## src/rtl/oh_stream_demux3_if.sv

```systemverilog
// Handshake bundle for the 1-to-3 stream demux: one input stream, three output channels.
interface oh_stream_demux3_if #(
  parameter int DW = 8
);
  logic          in_valid;
  logic [DW-1:0] in_data;
  logic          in_s0;
  logic          in_s1;
  logic          in_ready;
  logic          out0_valid;
  logic [DW-1:0] out0_data;
  logic          out0_ready;
  logic          out1_valid;
  logic [DW-1:0] out1_data;
  logic          out1_ready;
  logic          out2_valid;
  logic [DW-1:0] out2_data;
  logic          out2_ready;

  modport slave (
    input  in_valid, in_data, in_s0, in_s1,
    input  out0_ready, out1_ready, out2_ready,
    output in_ready,
    output out0_valid, out0_data,
    output out1_valid, out1_data,
    output out2_valid, out2_data
  );

  modport master (
    output in_valid, in_data, in_s0, in_s1,
    output out0_ready, out1_ready, out2_ready,
    input  in_ready,
    input  out0_valid, out0_data,
    input  out1_valid, out1_data,
    input  out2_valid, out2_data
  );
endinterface

```

## src/rtl/oh_stream_demux3.sv

```systemverilog
// 1-to-3 valid/ready demux; each channel owns a 2-entry head/tail buffer so a
// stalled consumer only blocks words routed to its own channel.
module oh_stream_demux3_chan #(
  parameter int DW = 8
) (
  input  logic          clk,
  input  logic          nreset,
  input  logic          i_push,
  input  logic [DW-1:0] i_data,
  input  logic          i_ready,
  output logic          o_valid,
  output logic          o_full,
  output logic [DW-1:0] o_data
);
  typedef enum logic [1:0] {EMPTY = 2'd0, ONE = 2'd1, FULL = 2'd2} cnt_e;

  cnt_e          r_cnt, w_cnt_nxt;
  logic [DW-1:0] r_head, r_tail, w_head_nxt, w_tail_nxt;
  logic          w_pop;

  assign w_pop = (r_cnt != EMPTY) & i_ready;

  always_comb begin
    w_cnt_nxt  = r_cnt;
    w_head_nxt = r_head;
    w_tail_nxt = r_tail;
    case (r_cnt)
      EMPTY: if (i_push) begin
        w_cnt_nxt  = ONE;
        w_head_nxt = i_data;
      end
      ONE: begin
        // push+pop keeps one word: the new word becomes head directly
        if (i_push && w_pop) begin
          w_head_nxt = i_data;
        end else if (i_push) begin
          w_tail_nxt = i_data;
          w_cnt_nxt  = FULL;
        end else if (w_pop) begin
          w_cnt_nxt  = EMPTY;
        end
      end
      FULL: if (w_pop) begin
        w_head_nxt = r_tail;
        w_cnt_nxt  = ONE;
      end
      default: w_cnt_nxt = EMPTY;
    endcase
  end

  always_ff @(posedge clk or negedge nreset) begin
    if (!nreset) begin
      r_cnt  <= EMPTY;
      r_head <= '0;
      r_tail <= '0;
    end else begin
      r_cnt  <= w_cnt_nxt;
      r_head <= w_head_nxt;
      r_tail <= w_tail_nxt;
    end
  end

  assign o_valid = (r_cnt != EMPTY);
  assign o_full  = (r_cnt == FULL);
  assign o_data  = r_head;
endmodule

module oh_stream_demux3 #(
  parameter int DW   = 8,
  parameter     PROP = "DEFAULT"
) (
  input logic              clk,
  input logic              nreset,
  oh_stream_demux3_if.slave bus
);
  logic [1:0]          w_sel;
  logic [2:0]          w_push, w_rdy, w_valid, w_full;
  logic [2:0][DW-1:0]  w_data;
  logic                w_in_ready;

  // PROP is a pass-through tag for the implementation flow; no RTL depends on it
  if (PROP == "") begin : g_prop_empty
  end

  assign w_sel = bus.in_s1 ? 2'd2 : (bus.in_s0 ? 2'd1 : 2'd0);

  // Ready comes only from registered occupancy and the select, never from outN_ready
  always_comb begin
    w_in_ready = 1'b1;
    case (w_sel)
      2'd0:    w_in_ready = ~w_full[0];
      2'd1:    w_in_ready = ~w_full[1];
      2'd2:    w_in_ready = ~w_full[2];
      default: w_in_ready = 1'b1;
    endcase
  end

  assign w_rdy = {bus.out2_ready, bus.out1_ready, bus.out0_ready};

  for (genvar g = 0; g < 3; g++) begin : g_ch
    assign w_push[g] = bus.in_valid & w_in_ready & (w_sel == 2'(g));
    oh_stream_demux3_chan #(.DW(DW)) u_chan (
      .clk     (clk),
      .nreset  (nreset),
      .i_push  (w_push[g]),
      .i_data  (bus.in_data),
      .i_ready (w_rdy[g]),
      .o_valid (w_valid[g]),
      .o_full  (w_full[g]),
      .o_data  (w_data[g])
    );
  end

  assign bus.in_ready   = w_in_ready;
  assign bus.out0_valid = w_valid[0];
  assign bus.out1_valid = w_valid[1];
  assign bus.out2_valid = w_valid[2];
  assign bus.out0_data  = w_data[0];
  assign bus.out1_data  = w_data[1];
  assign bus.out2_data  = w_data[2];
endmodule
```

## src/flat_wrapper.sv

```systemverilog
// flat-port wrapper written by rule: the top's interface ports become plain ports
module oh_stream_demux3_flat 
#(
  parameter int DW   = 8,
  parameter     PROP = "       "
)
  (clk, nreset, bus_in_valid, bus_in_data, bus_in_s0, bus_in_s1, bus_out0_ready, bus_out1_ready, bus_out2_ready, bus_in_ready, bus_out0_valid, bus_out0_data, bus_out1_valid, bus_out1_data, bus_out2_valid, bus_out2_data);
  oh_stream_demux3_if #(.DW(DW)) bus_i ();
  input logic clk;
  input logic nreset;
  input wire logic [$bits(bus_i.in_valid)-1:0] bus_in_valid;
  input wire logic [$bits(bus_i.in_data)-1:0] bus_in_data;
  input wire logic [$bits(bus_i.in_s0)-1:0] bus_in_s0;
  input wire logic [$bits(bus_i.in_s1)-1:0] bus_in_s1;
  input wire logic [$bits(bus_i.out0_ready)-1:0] bus_out0_ready;
  input wire logic [$bits(bus_i.out1_ready)-1:0] bus_out1_ready;
  input wire logic [$bits(bus_i.out2_ready)-1:0] bus_out2_ready;
  output wire logic [$bits(bus_i.in_ready)-1:0] bus_in_ready;
  output wire logic [$bits(bus_i.out0_valid)-1:0] bus_out0_valid;
  output wire logic [$bits(bus_i.out0_data)-1:0] bus_out0_data;
  output wire logic [$bits(bus_i.out1_valid)-1:0] bus_out1_valid;
  output wire logic [$bits(bus_i.out1_data)-1:0] bus_out1_data;
  output wire logic [$bits(bus_i.out2_valid)-1:0] bus_out2_valid;
  output wire logic [$bits(bus_i.out2_data)-1:0] bus_out2_data;
  assign bus_i.in_valid = bus_in_valid;
  assign bus_i.in_data = bus_in_data;
  assign bus_i.in_s0 = bus_in_s0;
  assign bus_i.in_s1 = bus_in_s1;
  assign bus_i.out0_ready = bus_out0_ready;
  assign bus_i.out1_ready = bus_out1_ready;
  assign bus_i.out2_ready = bus_out2_ready;
  assign bus_in_ready = bus_i.in_ready;
  assign bus_out0_valid = bus_i.out0_valid;
  assign bus_out0_data = bus_i.out0_data;
  assign bus_out1_valid = bus_i.out1_valid;
  assign bus_out1_data = bus_i.out1_data;
  assign bus_out2_valid = bus_i.out2_valid;
  assign bus_out2_data = bus_i.out2_data;
  oh_stream_demux3 #(.DW(DW), .PROP(PROP)) u_core (.clk(clk), .nreset(nreset), .bus(bus_i));
endmodule
```

## config.mk

```make
export PLATFORM = sky130hd
export DESIGN_NAME = oh_stream_demux3_flat
export DESIGN_NICKNAME = d
export VERILOG_FILES = /design/src/rtl/oh_stream_demux3_if.sv /design/src/rtl/oh_stream_demux3.sv /design/src/flat_wrapper.sv
export SDC_FILE = /design/constraint.sdc
export NUM_CORES = 1
export LEC_CHECK = 0
export ABC_CLOCK_PERIOD_IN_PS = 2700
export BUFFER_PORTS_ARGS = -buffer_cell sky130_fd_sc_hd__buf_2
export CORE_AREA = 2 2 88 64
export DETAILED_ROUTE_END_ITERATION = 10
export DIE_AREA = 0 0 90 66
export PLACE_DENSITY = 0.82
export SETUP_SLACK_MARGIN = 0.05
export SYNTH_ARGS = -nofsm -noshare
export SYNTH_HDL_FRONTEND = slang
export SYNTH_SLANG_ARGS = --single-unit
```

## constraint.sdc

```tcl
create_clock -name clk -period 2.7 [get_ports clk]
set_clock_uncertainty 0.1 [all_clocks]
set_input_delay 0 -clock clk [delete_from_list [all_inputs] [get_ports clk]]
set_output_delay 0 -clock clk [all_outputs]
set_load 0.01 [all_outputs]
```

==> results of run 1 <==
## cell type report
cell class	count	area [µm²]	area share
clock buffers	6	82.6	0.0274
clock inverters	2	12.5	0.00415
inverters	1	3.75	0.00125
multi-input cells	113	1110	0.368
flip-flops and latches	54	1350	0.448
well taps	72	90.1	0.0299
repair buffers	59	365	0.121
## per-layer routing
layer	global-route usage	share of wire	vias to the layer above
met1	0.266	0.52	792
met3	0.0388	0.039	5
met5	0	0	-
li1	-	-	759
met2	0.284	0.44	34
met4	0.0404	0.0050	0
## worst max-delay path: cells and delay by family, from the launching register on
kind,cells,cell delay (ns)
AO/OA/AOI/OAI,1,0.54
flip-flops,1,0.42
multiplexers,1,0.41
AND/OR/NAND/NOR,1,0.19
## cells in the mapped netlist, types with 2 or more instances
cell	n
a21oi_1	3
o221a_2	8
nand2_1	3
o21ai_0	4
xnor2_1	3
dfrtp_1	54
or2_2	11
nor2b_1	6
nand3b_1	6
nand2b_1	3
mux2_2	56
o31ai_4	2
## sequential cells by signal (all words and copies together), names as in the netlist
name	count
u_core.g_ch.u_chan.o_data	24
u_core.g_ch.u_chan.r_tail	24
u_core.g_ch.u_chan.r_cnt	6
## worst max path at each step
stage | cells past startpoint | to | slack, ns | startpoint
global placement | 3 | u_core.g_ch[0].u_chan.o_data[1] | 1.00 | u_core.g_ch[0].u_chan.r_cnt[0]
global route | 3 | u_core.g_ch[0].u_chan.o_data[0] | 0.82 | u_core.g_ch[0].u_chan.r_cnt[0]
finish | 3 | u_core.g_ch[0].u_chan.o_data[6] | 0.92 | u_core.g_ch[0].u_chan.r_cnt[0]
floorplan | 4 | u_core.g_ch[0].u_chan.o_data[0] | 1.00 | u_core.g_ch[0].u_chan.r_cnt[1]
CTS | 3 | u_core.g_ch[0].u_chan.o_data[2] | 0.92 | u_core.g_ch[0].u_chan.r_cnt[0]
detailed placement | 3 | u_core.g_ch[0].u_chan.o_data[0] | 0.94 | u_core.g_ch[0].u_chan.r_cnt[0]
## power by group
group	leakage, nW	internal [mW]	switching, mW
logic	0.628	0.302	0.224
clock network	0.0472	0.207	0.264
registers	0.663	1.03	0.117
## cells by family (layout without fill, tap and decap cells)
kind of cell	count (synthesis)	in the layout
AND/OR/NAND/NOR	35	35
AO/OA/AOI/OAI	19	19
flip-flops	54	54
multiplexers	56	56
buffers and inverters	3	68
XOR/XNOR	3	3
## metrics by stage
| stage | std cells | power (mW) |
|---|---|---|
| floorplan | 170 | 1.45 |
| global placement | 287 | 1.65 |
| detailed placement | 287 | 1.68 |
| CTS | 307 | 2.15 |
| global route | 307 | 2.26 |
| finish | 307 | 2.14 |
==> impl_results.md, run 1 <==
- Area leader, netlist: dfrtp_1
- Vias in the first global route: 1610
- Detailed Route WL: 4980 µm
- Initial antenna violation count: 0
- DRC Markers: 0
- Starting DRT DRC Count: 44
- CTS tree: built
- EDFF count, synth: 0
- GRT Util Overall: 0.183
- Avg WL per Cell: 16.2 µm
- CTS clk-pin slew, worst paths: 0.09 ns
- Crit path cell chain: nor2b_1 -> o41ai_4 -> mux2_2
- Largest family of logic cells by synthesized area: multiplexers
- Post-CTS Resized: 0
- Number of unique standard cell types used by synthesis: 23
- Internal reg-to-reg setup slack: 0.92 ns
- DP Worst Slack: 0.940 ns
- Crit Path Class: reg2reg
- Crit Path Max Fanout: 8
- Ant. Diodes: 0
- Via/cell ratio: 5.18
- Final Util: 0.589
- Post-synthesis sequential element count: 54
- Final Max Slew Viols: 0
- Design Area, Final: 0.00301 mm²
- Post-DRT Antenna Nets: 0
- Top Ports: 44
- Hold Crit Class: in2reg
- Hold Path End: u_core.g_ch[0].u_chan.r_cnt[1]
- Final-layout fill cell count: 442
- Largest net degree at the start of global routing: 29
- Highest-delay cell along the critical path: o41ai_4
- Synth area leaders: dfrtp_1 55%, mux2_2 26%, o221a_2 3.6%, or2_2 2.8%, nand3b_1 1.8%
- Post-Synthesis Cells: 170
- Layout cells sized above 1: 0.587
- Synth Area in Simple Gates: 0.101
- Worst Reg-to-Reg Cells: 3
- Syn_area_per_cell: 14.5 µm²
- Clock sinks: 54
- Period utilization: 0.659
- Worst Hold Depth: 4
- Inserted Clock Buffers: 5
- Compound-Gate Fraction of Synth Area: 0.0820
- Achievable Freq: 562 MHz
- Congestion Overflow GR: 0
- Clock Path Buffers: 2
- Post-Synthesis Cell Area: 0.00247 mm²
- Adder-Cell Fraction of Synth Area: 0
- Crit path time final: 1.78 ns
- Top_reg_cell synth: dfrtp_1
- Core area: 0.00512 mm²
- Yosys top cell area share: 0.547
- Async SR Flop Fraction: 1.00
- Slew @ Worst Pin: 0.649 ns
- Row cnt: 22
- First-pass GRT wire length: 8440 µm
- Port Buffers: 43
- # Max-Cap Violations: 0
- Layout Area Growth over Synthesis: 21.9%
- GP Congestion: 0.727
- Crit path launch type: flip-flop
- Leakage: 1.34 nW
- Commonest non-fill, non-tap cell in the layout: mux2_2
- XOR/XNOR share of the synthesized area: 0.0106
- Hpwl dp: 3520 µm
- Placed instance area: 0.00280 mm²
- Seq/Total Area, Yosys: 0.547
- Worst IR Drop VDD: 0.388 mV
- Nets: 250
- CTS Root Buffer Type: clkbuf_8
- CP endpoint kind: flip-flop
- Most frequent cells in the layout: 56 x mux2_2, 54 x dfrtp_1, 43 x buf_2
- Syn nets: 186
- Setup TNS: 0 ns
- Die Span Y: 66 µm
- Hold Slack: 0.0287 ns
- Data required time at the worst endpoint: 2.79 ns
- Final worst slack: 0.919 ns
- Pre-antenna DRT Iters: 4
- Crit path arrival time: 1.87 ns
- Power Density: 710 mW/mm²
- Starting density of the core: 0.483
- Die width: 90 µm
- Post-CTS Setup Repair Bufs: 0
- Slew margin rel.: 0.566
- R2R Path End: u_core.g_ch[0].u_chan.o_data[6]
- Routed via count: 1590
- HP Start: bus_in_s1
- RSZ-0062 raised after global routing: no
- Die area: 0.00594 mm²
- Status: finished clean
- Mux contribution to synthesized area: 0.255
- Final hold vios: 0
- Worst path max stage delay: 0.54 ns
- Hold-fix buffers, CTS: 12
- YS warnings: 0
- Clock Latency Late Sink: 0.31 ns
- CTS H-tree lvls: 2
- R2r startpoint: u_core.g_ch[0].u_chan.r_cnt[0]
- Setup violators final: 0
Power figures use the tool's default switching activity.
==> run 2: changes to the inputs <==
--- a/config.mk
+++ b/config.mk
@@ -5,7 +5,7 @@
 export SDC_FILE = /design/constraint.sdc
 export NUM_CORES = 1
 export LEC_CHECK = 0
-export ABC_CLOCK_PERIOD_IN_PS = 2700
+export ABC_CLOCK_PERIOD_IN_PS = 1800
 export BUFFER_PORTS_ARGS = -buffer_cell sky130_fd_sc_hd__buf_2
 export CORE_AREA = 2 2 88 64
 export DETAILED_ROUTE_END_ITERATION = 10
==> constraint.sdc (replaced) <==
create_clock -name clk -period 1.8 [get_ports clk]
set_clock_uncertainty 0.1 [all_clocks]
set_input_delay 0 -clock clk [delete_from_list [all_inputs] [get_ports clk]]
set_output_delay 0 -clock clk [all_outputs]
set_load 0.01 [all_outputs]
==> impl_results.md, run 2 (same netlist as run 1, synthesis figures left out) <==
- Starting density of the core: 0.483 (unchanged)
- Die area: 0.00594 mm² (unchanged)
- DP Worst Slack: 0.102 ns (-0.838 ns)
- Sw Share: 0.281 (-0.00122)
- Top Ports: 44 (unchanged)
- Post-route insts no fill: 308 (+0.33%)
- Avg WL per Cell: 16.1 µm (-0.50%)
- Period utilization: 0.949
- Crit path arrival time: 1.61 ns (-0.26 ns)
- Placed instance area: 0.00282 mm² (+0.72%)
- Initial antenna violation count: 0 (unchanged)
- Achievable Freq: 586 MHz
- Combinational power share: 0.246 (about the same)
- Final worst slack: 0.0925 ns (-0.827 ns)
- Commonest non-fill, non-tap cell in the layout: mux2_2
- Final Max Slew Viols: 0 (unchanged)
- Crit path time final: 1.71 ns
- GP Congestion: 0.727 (unchanged)
- Routed via count: 1645 (+3.5%)
- Die width: 90 µm (unchanged)
- Crit path launch type: flip-flop
- Slew @ Worst Pin: 0.504 ns (-0.145 ns)
- CP delay by family, top: simple AND/OR/NAND/NOR gates
- Nets: 251 (+0.40%)
- CTS Root Buffer Type: clkbuf_8
- Cell total after placement: 288 (+0.35%)
- Detailed Route WL: 4970 µm (-0.18%)
- Psw: 903 µW (+49%)
- Post-DRT Antenna Nets: 0 (unchanged)
- Clock sinks: 54 (unchanged)
- Data required time at the worst endpoint: 1.70 ns (-1.09 ns)
- Clock Path Buffers: 2 (unchanged)
- Slew margin rel.: 0.664 (+0.0979)
- Design Area, Final: 0.00304 mm² (+0.75%)
- Via/cell ratio: 5.34 (+3.1%)
- Status: finished clean
- Final hold vios: 0 (unchanged)
- Crit Path Class: reg2out
- Hold Crit Class: in2reg
- Most frequent cells in the layout: 56 x mux2_2, 52 x dfrtp_1, 43 x buf_2
- Hpwl dp: 3490 µm (-1.0%)
- Worst path max stage delay: 0.47 ns (-0.07 ns)
- CTS clk-pin slew, worst paths: 0.09 ns (about the same)
- Core area: 0.00512 mm² (unchanged)
- CP endpoint kind: output pin
- Port Buffers: 43 (unchanged)
- Internal reg-to-reg setup slack: 0.16 ns (-0.76 ns)
- Congestion Overflow GR: 0 (unchanged)
- Sequential share of power: 0.534 (about the same)
- Layout Area Growth over Synthesis: 22.8%
- Inserted Clock Buffers: 5 (unchanged)
- Pint: 2.31 mW (+50%)
- Post-CTS Setup Repair Bufs: 0 (unchanged)
- Leakage: 1.35 nW (+0.62%)
- DRC Markers: 0 (unchanged)
- Setup TNS: 0 ns (unchanged)
- CTS tree: built
- Power Density: 1060 mW/mm² (+49%)
- CTS H-tree lvls: 2 (unchanged)
- Largest net degree at the start of global routing: 55 (+90%)
- Clock power frac: 0.221 (about the same)
- RSZ-0062 raised after global routing: no
- Total chip power: 3.21 mW (+50%)
- Row cnt: 22 (unchanged)
- First-pass GRT wire length: 8350 µm (-1.1%)
- GRT Util Overall: 0.184 (+0.000999)
- Die Span Y: 66 µm (unchanged)
- Starting DRT DRC Count: 113 (+160%)
- Worst IR Drop VDD: 0.597 mV (+54%)
- Vias in the first global route: 1606 (-0.25%)
- Layout cells sized above 1: 0.597 (+0.0102)
- Pre-antenna DRT Iters: 4 (unchanged)
- Setup violators final: 0 (unchanged)
- Highest-delay cell along the critical path: or3b_2
- Clock Latency Late Sink: 0.31 ns (about the same)
- Crit path cell chain: or3b_2 -> a21oi_2 -> a21oi_1 -> buf_2
- Crit Path Max Fanout: 7 (-1)
- Ant. Diodes: 0 (unchanged)
- WP buf/inv: 1 (+1)
- # Max-Cap Violations: 0 (unchanged)
-- run 2: changes by cell type in the layout (fill, tap and decap cells not counted) --
cell / previous run / this run
a21oi_1: 3 / 2
clkbuf_1: 0 / 1
dfrtp_1: 54 / 52
clkinvlp_4: 1 / 0
a21oi_2: 0 / 1
buf_12: 0 / 1
dfrtp_2: 0 / 2
-- run 2: worst paths after layout --
path / startpoint / endpoint / cells past startpoint
setup / recovery: u_core.g_ch[0].u_chan.r_cnt[1] / bus_in_ready / 4
hold / removal: bus_in_s1 / u_core.g_ch[0].u_chan.r_cnt[1] / 4
setup reg to reg: u_core.g_ch[2].u_chan.r_cnt[1] / u_core.g_ch[2].u_chan.o_data[3] / 4
hold reg to reg: u_core.g_ch[1].u_chan.r_tail[6] / u_core.g_ch[1].u_chan.r_tail[6] / 1
max in group asynchronous: nreset / u_core.g_ch[0].u_chan.r_cnt[1] / 3
min in group asynchronous: nreset / u_core.g_ch[1].u_chan.o_data[6] / 3
-- run 2: power by group through the flow --
stage               registers, mW  clock network (mW)  logic (mW)
finish                       1.71               0.708       0.789
CTS                          1.71               0.717       0.803
detailed placement           1.73                   0       0.781
global placement             1.72                   0       0.754
global route                 1.76               0.776       0.866
floorplan                    1.77                   0       0.413
-- run 2: repair_timing --
item | CTS | global route
resized for setup | 1 | 2
hold buffers | 12 | 0
endpoints found under the hold margin | 91 | 0
cloned | 0 | 0
endpoints found under the setup margin | 1 | 9
-- run 2: metal layers --
layer,track usage,up-vias,share of wire
li1,-,760,-
met1,0.259,833,0.49
met2,0.282,43,0.45
met3,0.0410,9,0.047
met4,0.0654,0,0.013
met5,0,-,0
-- run 2: through the flow --
step           utilization  hold slack, ns
2_1_floorplan            -          -0.396
3_3_place_gp         0.551         -0.0876
3_5_place_dp         0.551         -0.0834
4_1_cts              0.592         0.00883
5_1_grt              0.593          0.0621
6_report             0.593          0.0238
-- run 2: worst reg2reg max path, cell delays in order, from the launching register on --
cell,delay [ns]
dfrtp_2,0.46
nor2b_1,0.16
buf_4,0.20
mux2_2,0.35
mux2_2,0.26
-- run 2: final cells by class --
class | count | area, µm²
well taps | 72 | 90.1
fillers | 441 | 2080
flip-flops and latches | 54 | 1350
multi-input cells | 113 | 1110
inverters | 1 | 3.75
clock inverters | 1 | 5.00
clock buffers | 7 | 86.3
repair buffers | 60 | 385
==> run 3: changes to the inputs <==
--- a/config.mk
+++ b/config.mk
@@ -7,10 +7,12 @@
 export LEC_CHECK = 0
 export ABC_CLOCK_PERIOD_IN_PS = 1800
 export BUFFER_PORTS_ARGS = -buffer_cell sky130_fd_sc_hd__buf_2
-export CORE_AREA = 2 2 88 64
+export CELL_PAD_IN_SITES_DETAIL_PLACEMENT = 0
+export CELL_PAD_IN_SITES_GLOBAL_PLACEMENT = 1
+export CORE_AREA = 2 2 92 68
 export DETAILED_ROUTE_END_ITERATION = 10
-export DIE_AREA = 0 0 90 66
-export PLACE_DENSITY = 0.82
+export DIE_AREA = 0 0 94 70
+export PLACE_DENSITY = 0.87
 export SETUP_SLACK_MARGIN = 0.05
 export SYNTH_ARGS = -nofsm -noshare
 export SYNTH_HDL_FRONTEND = slang
==> impl_results.md, run 3 (same netlist as run 1, synthesis figures left out) <==
- Status: finished clean
- Psw: 905 µW (+0.23%)
- Starting DRT DRC Count: 37 (-67%)
- Wire length on met2: 2130 µm (-5.5%)
- Combinational power share: 0.246 (about the same)
- Final hold vios: 0 (unchanged)
- Setup violators final: 0 (unchanged)
- Vias in the first global route: 1533 (-4.5%)
- Final worst slack: 0.0920 ns (-0.000499 ns)
- Leakage: 1.35 nW (+0.27%)
- Wl on met1: 2420 µm (+0.25%)
- Pre-antenna DRT Iters: 4 (unchanged)
- Slew @ Worst Pin: 0.667 ns (+0.163 ns)
- Final Util: 0.520 (-0.0732)
- DRC Markers: 0 (unchanged)
- Ant. Diodes: 0 (unchanged)
- Setup crit start: u_core.g_ch[0].u_chan.r_cnt[1]
- Worst IR Drop VDD: 0.513 mV (-14%)
- # Max-Cap Violations: 0 (unchanged)
- Core area: 0.00586 mm² (+14%)
- Detailed Route WL: 4820 µm (-3.0%)
- Commonest non-fill, non-tap cell in the layout: mux2_2
- Die area: 0.00658 mm² (+11%)
- Met3 wire length: 204 µm (-12%)
- Data required time at the worst endpoint: 1.90 ns (+0.20 ns)
- Clock Latency Late Sink: 0.31 ns (about the same)
- Placed instance area: 0.00281 mm² (-0.18%)
- Pint: 2.27 mW (-1.7%)
- Die Span Y: 70 µm (+6.1%)
- Hold Slack: 0.0589 ns (+0.0351 ns)
- Hold Crit Class: in2reg
- Achievable Freq: 585 MHz (about the same)
- Sw Share: 0.285 (+0.00404)
- Design Area, Final: 0.00304 mm² (+0.25%)
- Congestion Overflow GR: 0 (unchanged)
- Clock power frac: 0.216 (-0.005)
- Period utilization: 0.949 (about the same)
- GRT Util Overall: 0.157 (-0.0266)
- Routed via count: 1580 (-4.0%)
- HP Start: bus_in_s1
- First-pass GRT wire length: 7780 µm (-6.8%)
- CTS tree: built
- Avg WL per Cell: 15.3 µm (-5.5%)
- Slew margin rel.: 0.555 (-0.109)
- DR top layer: met4
- DP Worst Slack: 0.120 ns (+0.0174 ns)
- Setup TNS: 0 ns (unchanged)
- CP endpoint kind: flip-flop
- CTS clk-pin slew, worst paths: 0.10 ns (about the same)
- R2r startpoint: u_core.g_ch[0].u_chan.r_cnt[1]
- Clock Path Buffers: 2 (unchanged)
- Hpwl dp: 3390 µm (-2.8%)
- Crit Path Max Fanout: 9 (+2)
- Via/cell ratio: 5.00 (-6.4%)
- Post-DRT Antenna Nets: 0 (unchanged)
- GP Congestion: 0.719 (-1.1%)
- Top Ports: 44 (unchanged)
- Die width: 94 µm (+4.4%)
- Crit path arrival time: 1.81 ns (+0.20 ns)
- CTS Root Buffer Type: clkbuf_8
- Crit Path Class: reg2reg
- Port Buffers: 43 (unchanged)
- Initial antenna violation count: 0 (unchanged)
- Final-layout fill cell count: 518 (+17%)
- Layout cells sized above 1: 0.597 (-0.000819)
- Power Density: 1040 mW/mm² (-1.4%)
- Row cnt: 24 (+9.1%)
- Inserted Clock Buffers: 5 (unchanged)
- Largest net degree at the start of global routing: 55 (unchanged)
- Crit path time final: 1.71 ns (+0.000499 ns)
- Nets: 253 (+0.80%)
- Clock sinks: 54 (unchanged)
- Layout Area Growth over Synthesis: 23.1%
- RSZ-0062 raised after global routing: no
- Sequential share of power: 0.538 (+0.004)
- Starting density of the core: 0.422 (-0.0607)
- Most frequent cells in the layout: 56 x mux2_2, 52 x dfrtp_1, 43 x buf_2
- CTS H-tree lvls: 2 (unchanged)
- Final Max Slew Viols: 0 (unchanged)
- Crit path launch type: flip-flop
-- run 3: path summary, 6_finish.rpt --
path	to	slack, ns	cells after the start
worst max-delay path	u_core.g_ch[0].u_chan.r_cnt[1]	0.09	5
worst min-delay path	u_core.g_ch[0].u_chan.r_cnt[0]	0.06	4
worst min register to register	u_core.g_ch[1].u_chan.r_tail[2]	0.40	1
min in group asynchronous	u_core.g_ch[1].u_chan.r_tail[3]	0.22	3
worst max register to register	u_core.g_ch[0].u_chan.r_cnt[1]	0.09	5
max in group asynchronous	u_core.g_ch[2].u_chan.r_cnt[1]	0.89	3
-- run 3: per-layer routing --
layer  track usage  vias to the layer above
li1              -                      761
met3        0.0410                        7
met5             0                        -
met2         0.221                       35
met1         0.235                      777
met4        0.0531                        0
-- run 3: power by group through the flow --
stage	sequential [mW]	combinational (mW)	clock, mW
after floorplan	1.77	0.413	0
after global placement	1.72	0.750	0
after detailed placement	1.73	0.774	0
after CTS	1.71	0.796	0.712
after global routing	1.75	0.861	0.771
final	1.71	0.781	0.686
-- run 3: area by class of cell --
cell class                      instances  area (µm²)  share of cell area
Tap cell                               78        97.6              0.0321
Clock buffer                            5        68.8              0.0226
Multi-Input combinational cell        113        1110               0.364
Clock inverter                          3        21.3             0.00699
Sequential cell                        54        1350               0.445
Inverter                                1        3.75             0.00123
Timing Repair Buffer                   62         390               0.128
-- run 3: critical path, cell delays in order (launching register included) --
cell           delay [ns]
dfrtp_2              0.46
nor2b_1              0.14
buf_4                0.18
a21oi_1              0.12
nor2_1               0.05
dlygate4sd3_1        0.55
-- run 3: per-stage QoR --
step,instances,power (mW)
6_report,316,3.17
5_1_grt,316,3.38
4_1_cts,315,3.22
3_5_place_dp,294,2.51
3_3_place_gp,294,2.47
2_1_floorplan,170,2.18
-- run 3: what timing repair did --
item / CTS / global route
hold buffers: 13 / 0
setup buffers: 0 / 1
setup endpoints to repair: 1 / 2
pin swaps: 0 / 0
gates resized for setup: 1 / 1
hold endpoints to repair: 91 / 0
